[src/rtl/stream_burst_drop_pkg.sv]
// Shared types and constants for the burst-aware drop controller.
package stream_burst_drop_pkg;

    typedef enum logic [1:0] {
        IDLE = 2'd0,
        PASS = 2'd1,
        DROP = 2'd2
    } burst_state_e;

    localparam logic [1:0] ST_IDLE = IDLE;
    localparam logic [1:0] ST_PASS = PASS;
    localparam logic [1:0] ST_DROP = DROP;

endpackage

[src/rtl/stream_burst_drop_cnt.sv]
// Saturating up-counter with a synchronous clear that overrides the increment.
module stream_burst_drop_cnt #(
    parameter int CntWidth = 16
) (
    input  logic                clk_i,
    input  logic                rst_i,
    input  logic                clr_i,
    input  logic                en_i,
    output logic [CntWidth-1:0] cnt_o
);

    logic [CntWidth-1:0] cnt_reg;

    always_ff @(posedge clk_i) begin
        if (rst_i || clr_i) begin
            cnt_reg <= '0;
        end else if (en_i && (cnt_reg != {CntWidth{1'b1}})) begin
            cnt_reg <= cnt_reg + 1'b1;
        end
    end

    assign cnt_o = cnt_reg;

endmodule

[src/rtl/stream_burst_drop.sv]
// Locks a drop/pass decision on the first beat of each burst until its last beat handshakes.
// Burst statistics are compiled in only when STREAM_BURST_DROP_CNT_EN is defined.
module stream_burst_drop
    import stream_burst_drop_pkg::*;
#(
    parameter int CntWidth = 16
) (
    input  logic                clk_i,
    input  logic                rst_i,
    input  logic                valid_i,
    input  logic                ready_i,
    input  logic                last_i,
    input  logic                drop_req_i,
    output logic                drop_o,
    output logic                busy_o,
    input  logic                clr_i,
    output logic [CntWidth-1:0] drop_cnt_o,
    output logic [CntWidth-1:0] pass_cnt_o
);

    logic [1:0] state_reg;
    logic [1:0] state_next;
    logic       handshake;

    assign handshake = valid_i && ready_i;

    // The request is honoured only while idle, so drop_o never looks at ready_i.
    always_comb begin
        drop_o = 1'b0;
        case (state_reg)
            ST_IDLE: drop_o = drop_req_i;
            ST_DROP: drop_o = 1'b1;
            default: drop_o = 1'b0;
        endcase
    end

    assign busy_o = (state_reg != ST_IDLE);

    always_comb begin
        state_next = state_reg;
        case (state_reg)
            ST_IDLE: begin
                if (handshake && !last_i) begin
                    state_next = drop_req_i ? ST_DROP : ST_PASS;
                end
            end
            ST_PASS, ST_DROP: begin
                if (handshake && last_i) begin
                    state_next = ST_IDLE;
                end
            end
            default: state_next = ST_IDLE;
        endcase
    end

    always_ff @(posedge clk_i) begin
        if (rst_i) begin
            state_reg <= ST_IDLE;
        end else begin
            state_reg <= state_next;
        end
    end

`ifdef STREAM_BURST_DROP_CNT_EN
    logic drop_evt;
    logic pass_evt;

    // drop_o already carries the burst's decision on its last beat, including single-beat bursts.
    assign drop_evt = handshake && last_i && drop_o;
    assign pass_evt = handshake && last_i && !drop_o;

    stream_burst_drop_cnt #(
        .CntWidth(CntWidth)
    ) u_drop_cnt (
        .clk_i (clk_i),
        .rst_i (rst_i),
        .clr_i (clr_i),
        .en_i  (drop_evt),
        .cnt_o (drop_cnt_o)
    );

    stream_burst_drop_cnt #(
        .CntWidth(CntWidth)
    ) u_pass_cnt (
        .clk_i (clk_i),
        .rst_i (rst_i),
        .clr_i (clr_i),
        .en_i  (pass_evt),
        .cnt_o (pass_cnt_o)
    );
`else
    logic unused_clr;

    assign unused_clr = clr_i;
    assign drop_cnt_o = '0;
    assign pass_cnt_o = '0;
`endif

endmodule

[config.mk]
export PLATFORM = sky130hd
export DESIGN_NAME = stream_burst_drop
export DESIGN_NICKNAME = d
export VERILOG_FILES = /design/src/rtl/stream_burst_drop_pkg.sv /design/src/rtl/stream_burst_drop_cnt.sv /design/src/rtl/stream_burst_drop.sv
export SDC_FILE = /design/constraint.sdc
export NUM_CORES = 1
export LEC_CHECK = 0
export CORE_ASPECT_RATIO = 0.9
export CORE_MARGIN = 2
export CORE_UTILIZATION = 26
export CTS_CLUSTER_DIAMETER = 50
export DETAILED_ROUTE_END_ITERATION = 6
export PLACE_DENSITY = 0.79
export SYNTH_ARGS = -nofsm -noshare
export SYNTH_HDL_FRONTEND = slang
export SYNTH_HIERARCHICAL = 1
export SYNTH_SLANG_ARGS = --single-unit
[constraint.sdc]
create_clock -name clk_i -period 1.26 [get_ports clk_i]
set_input_delay 0.252 -clock clk_i [delete_from_list [all_inputs] [get_ports clk_i]]
set_output_delay 0.252 -clock clk_i [all_outputs]
set_load 0.02 [all_outputs]
Word-level counts from Yosys, hierarchy flattened
Cells that the tools add are included.
{"block": "op_classes", "shift": 0, "reduce_logical": 8, "n_lt_le_gt_ge": 0, "n_mux": 5, "n_addsub": 0, "n_mul": 0, "n_eq_ne": 4, "n_bitwise": 0, "n_div": 0}
{"operator": "2-bit two-way mux", "n": 3}
{"operator": "2-bit inequality test (second input constant)", "n": 2}
{"operator": "2-bit one-hot mux with 2 select lines", "n": 1}
{"operator": "1-bit logical AND", "n": 3}
{"operator": "2-bit by 1-bit == test with 1-bit output (second input constant)", "n": 1}
{"operator": "2-bit == test (second input constant)", "n": 1}
{"operator": "2-bit logical NOT", "n": 1}
{"operator": "1-bit one-hot mux with 2 select lines", "n": 1}
{"operator": "2-bit AND reduction", "n": 1}
{"operator": "2-bit nonzero test", "n": 1}
{"operator": "2-bit OR reduction", "n": 1}
{"operator": "1-bit logical NOT", "n": 1}
{"block": "word_totals", "latchBits": 0, "mem_bits_rw": 0, "out_inout_bits": 34, "mem_count": 0, "regBits": 2, "inputBits": 7, "romBits": 0}

Longest topological paths before layout
{"block": "depth", "word_depth": 4, "ltp_mapped": 5, "depth_no_buf": 5}

Worst setup path before layout
Ideal clock, no wire load.
{"block": "synth_timing", "path_kind": "register to register", "from": "register state_reg[0]", "to": "register state_reg[0]", "period_less_slack_ps": 1331, "t_arrival_ps": 1215, "setup_ps": 116, "path_stages_with_launch": 6, "path_buffers": 0, "slack_ps": -71, "cell_sequence": "dfxtp_1 > inv_1 > ha_1 > mux2i_2 > a2111oi_2 > a41o_1"}
{"block": "synth_via", "elab_chain_len": 4}
{"element": "start, declared", "line_no": "stream_burst_drop.sv:21", "rtl": "logic [1:0] state_reg;"}
{"element": "start signal, assigned", "line_no": "stream_burst_drop.sv:60", "rtl": "state_reg <= state_next;"}
{"element": "2-bit by 1-bit == test with 1-bit output or 2-bit == test (tied branches)", "line_no": "stream_burst_drop.sv:41", "rtl": "case (state_reg)"}
{"element": "2-bit OR reduction", "line_no": "stream_burst_drop.sv:41"}
{"element": "2-bit inequality test (no source line)"}
{"element": "2-bit AND reduction (no source line)"}
Parallel ways exist; a longest one is shown, timed or not.
A chain may end at the register's enable or synchronous reset.

Final worst setup path
{"block": "layout_timing", "from": "register state_reg[1]", "to": "output drop_o"}
{"block": "layout_via", "elab_chain_len": 2}
{"element": "2-bit == test or 2-bit logical NOT (tied branches)", "line_no": "stream_burst_drop.sv:30", "rtl": "case (state_reg)"}
{"element": "1-bit one-hot mux with 2 select lines (*)", "line_no": "stream_burst_drop.sv:30"}
{"element": "end, declared", "line_no": "stream_burst_drop.sv:14", "rtl": "output logic drop_o,"}
Every way passes the cells marked *; elsewhere a longest branch is shown, timed or not.

==> reports/metrics.yaml <==
status:
  status: "finished with violations"
  violations: "setup timing"
final_layout:
  syn2layout_area_growth_pct: 30.3
  largest_reg_flops: 2
  nets: 81
  regArea_um2: 42.5
  multi_input_comb_area_um2: 279
  fin_cells: 92
  drive_above_1_share: 0.400
  nFillCells: 157
  antennaDiodeCount: 0
  finalInstanceArea_um2: 543
die:
  start_util: 0.281
  coreArea_um2: 1480
  num_rows: 13
  die_x_um: 46.2
  fp.dieArea_um2: 1940
  fp.dieH_um: 42.0
  pin_count: 41
synthesis:
  synthSimpleGateAreaFrac: 0.0691
  synth.cell_area_um2: 417
  synthArstFlopShare: 0
  netlist_top_cells_count: "32 x buf_4, 4 x inv_1"
  synth_cell_types: 12
  yosysTopAreaCell: "buf_4"
  synth_flop_cell: "dfxtp_1"
  synthMuxAreaShare: 0.0330
  yosysSeqAreaShare: 0.0961
  yosys.area.top_type_share: 0.577
  avgSynthCellArea_um2: 8.17
  synth_compound_area_frac: 0.120
  synth_edf_count: 0
  synth_most_common_cell: "buf_4"
  synth-xor-area-share: 0
  synth_fa_ha_area_frac: 0.0601
  syn_inst: 51
  yosysWarnings: 6
  synth_top_family_by_area: "buffers and inverters"
  ys_seq_elements: 2
  ys_top_cells_by_area: "buf_4 58%, dfxtp_1 9.6%, a2111oi_2 7.2%"
route:
  finalWirelength_um: 698
  ant_nets: 0
  drtIter0Drc: 0
  vias: 286
  route.detailed.drc: 0
  drt_first_pass_iters: 1
  wl_per_cell_um: 7.59
  vias_per_cell: 3.11
grt:
  first_global_vias: 222
  antenna_found_initial: 0
  grt_start_max_net_pins: 4
  grt-ovfl-total: 0
  grt_pass1_wl_um: 821
  track_usage: 0.0651
timing:
  setup_violations: 4
  rsz0062_at_grt: "true"
  period_needed_ns: 1.48
  whs_ns: 0.670
  fmaxAchievable_mhz: 676
  slew_viol_final: 0
  post-route-period-util: 1.17
  hold_violations: 0
  clock_skew_ns: 0.000807
  setup_slack_ns: -0.219
clock_tree:
  tritoncts: "built"
  h-tree-depth: 1
  cts_made_buffers: 3
  clockRootBuffer: "clkbuf_4"
  cts.sinks: 2
  clkLatencyLatePin_ns: 0.22
  clkTransAtPathRegs_ns: 0.03
  cts_buffer_depth: 2
critical_path:
  critPathCaptureType: "output port"
  critPathArrivalTime_ns: 1.23
  worst_ep_required_time_ns: 1.01
  timing.critical_path.to: "drop_o"
  cp_slowest_cell: "dfxtp_2"
  reg2reg_from: "state_reg[1]$_SDFFE_PP0P_"
  r2r-end: "state_reg[0]$_SDFFE_PP0P_"
  path_class: "register to output port"
  start_kind: "register"
  worstRegToRegCells: 7
  crit_chain: "inv_2 -> ha_4 -> and2_4 -> or2_4 -> buf_6"
  cp-startpoint: "state_reg[1]$_SDFFE_PP0P_"
  slowest_delay_ns: 0.32
  r2r_slack_ns: -0.17
  cp_max_fo: 2
placement:
  io_buffers: 7
  place_ws_ns: -0.585
  place_hpwl_um: 495
  postPlaceCellArea_um2: 459
  gp_congestion: 0.655
  dp.cells: 85
pwr:
  p_comb_frac: 0.523
  pwr-share-clk: 0.318
  p_switching_uw: 177
  power.total_uw: 432
  seqPwrFrac: 0.159
  p_leak_nw: 0.299
  ir_drop_mv: 0.284
  power_density_nw_per_um2: 796
  p_sw_frac: 0.410
  intPower_uw: 255
job:
  drv_cap: 0
min_path:
  holdCritPathClass: "primary input to register"
power groups by stage:
stage | clock [mW] | combinational, mW | sequential [mW]
floorplan | 0 | 0.218 | 0.0683
detailed placement | 0 | 0.196 | 0.0686
CTS | 0.146 | 0.215 | 0.0685
finish | 0.137 | 0.226 | 0.0689
global placement | 0 | 0.194 | 0.0684
global route | 0.159 | 0.242 | 0.0690
metrics by stage:
step	util	setup TNS [ns]
5_1_grt	0.367	-0.865
3_3_place_gp	0.310	-1.35
2_1_floorplan	-	0
3_5_place_dp	0.310	-1.40
4_1_cts	0.351	-0.549
6_report	0.367	-0.680
worst max-delay path: cells and delay by family (launching register included):
family                   cells  cell delay [ns]
buffers and inverters        2             0.18
adder cells (fa/ha/maj)      1             0.15
AND/OR/NAND/NOR              2             0.35
flip-flops                   1             0.32
logic make-up (layout without fill, tap and decap cells):
kind of cell / Yosys count / after routing
other cells: 1 / 32
mux: 1 / 1
simple gates: 5 / 5
fa+ha+maj: 2 / 2
compound gates: 4 / 4
buf+inv: 36 / 24
flops: 2 / 2
worst min-delay path by stage:
stage / depth (start not counted) / from / endpoint
floorplan: 2 / rst_i / state_reg[1]$_SDFFE_PP0P_
global placement: 4 / state_reg[1]$_SDFFE_PP0P_ / state_reg[1]$_SDFFE_PP0P_
detailed placement: 4 / state_reg[1]$_SDFFE_PP0P_ / state_reg[1]$_SDFFE_PP0P_
CTS: 4 / state_reg[0]$_SDFFE_PP0P_ / state_reg[0]$_SDFFE_PP0P_
global route: 4 / last_i / state_reg[0]$_SDFFE_PP0P_
finish: 4 / last_i / state_reg[0]$_SDFFE_PP0P_
cell usage in the layout (no fill, tap or decap):
cell / Yosys / final
ha_1: 2 / 1
conb_1: 1 / 32
dfxtp_2: 0 / 2
dlymetal6s2s_1: 0 / 1
nor2_2: 0 / 1
inv_4: 0 / 1
mux2i_4: 0 / 1
buf_4: 32 / 9
or2_4: 0 / 1
inv_1: 4 / 1
a2111oi_2: 2 / 1
buf_6: 0 / 3
a2111oi_4: 0 / 1
ha_4: 0 / 1
and2_4: 1 / 2
clkdlybuf4s50_1: 0 / 4
inv_2: 0 / 2
a41o_1: 2 / 2
clkbuf_4: 0 / 3
nor2_1: 2 / 1
final cells by class:
class / instances / area share
Clock buffer: 3 / 0.0415
Inverter: 4 / 0.0323
Multi-Input combinational cell: 44 / 0.514
Sequential cell: 2 / 0.0783
Tap cell: 22 / 0.0507
Timing Repair Buffer: 17 / 0.283
timing repair:
item | in CTS | in global routing
hold buffers | 0 | 0
setup buffers | 3 | 2
pin swaps | 3 | 1
gates resized for setup | 20 | 4
endpoints found under the setup margin | 4 | 4
per-layer routing:
layer	vias up	GRT usage	share of wire
li1	137	-	-
met1	127	0.0544	0.30
met2	20	0.0972	0.58
met3	2	0.0647	0.10
met4	0	0.0343	0.021
met5	-	0	0
Note: power is estimated with default switching activity, not from simulation.
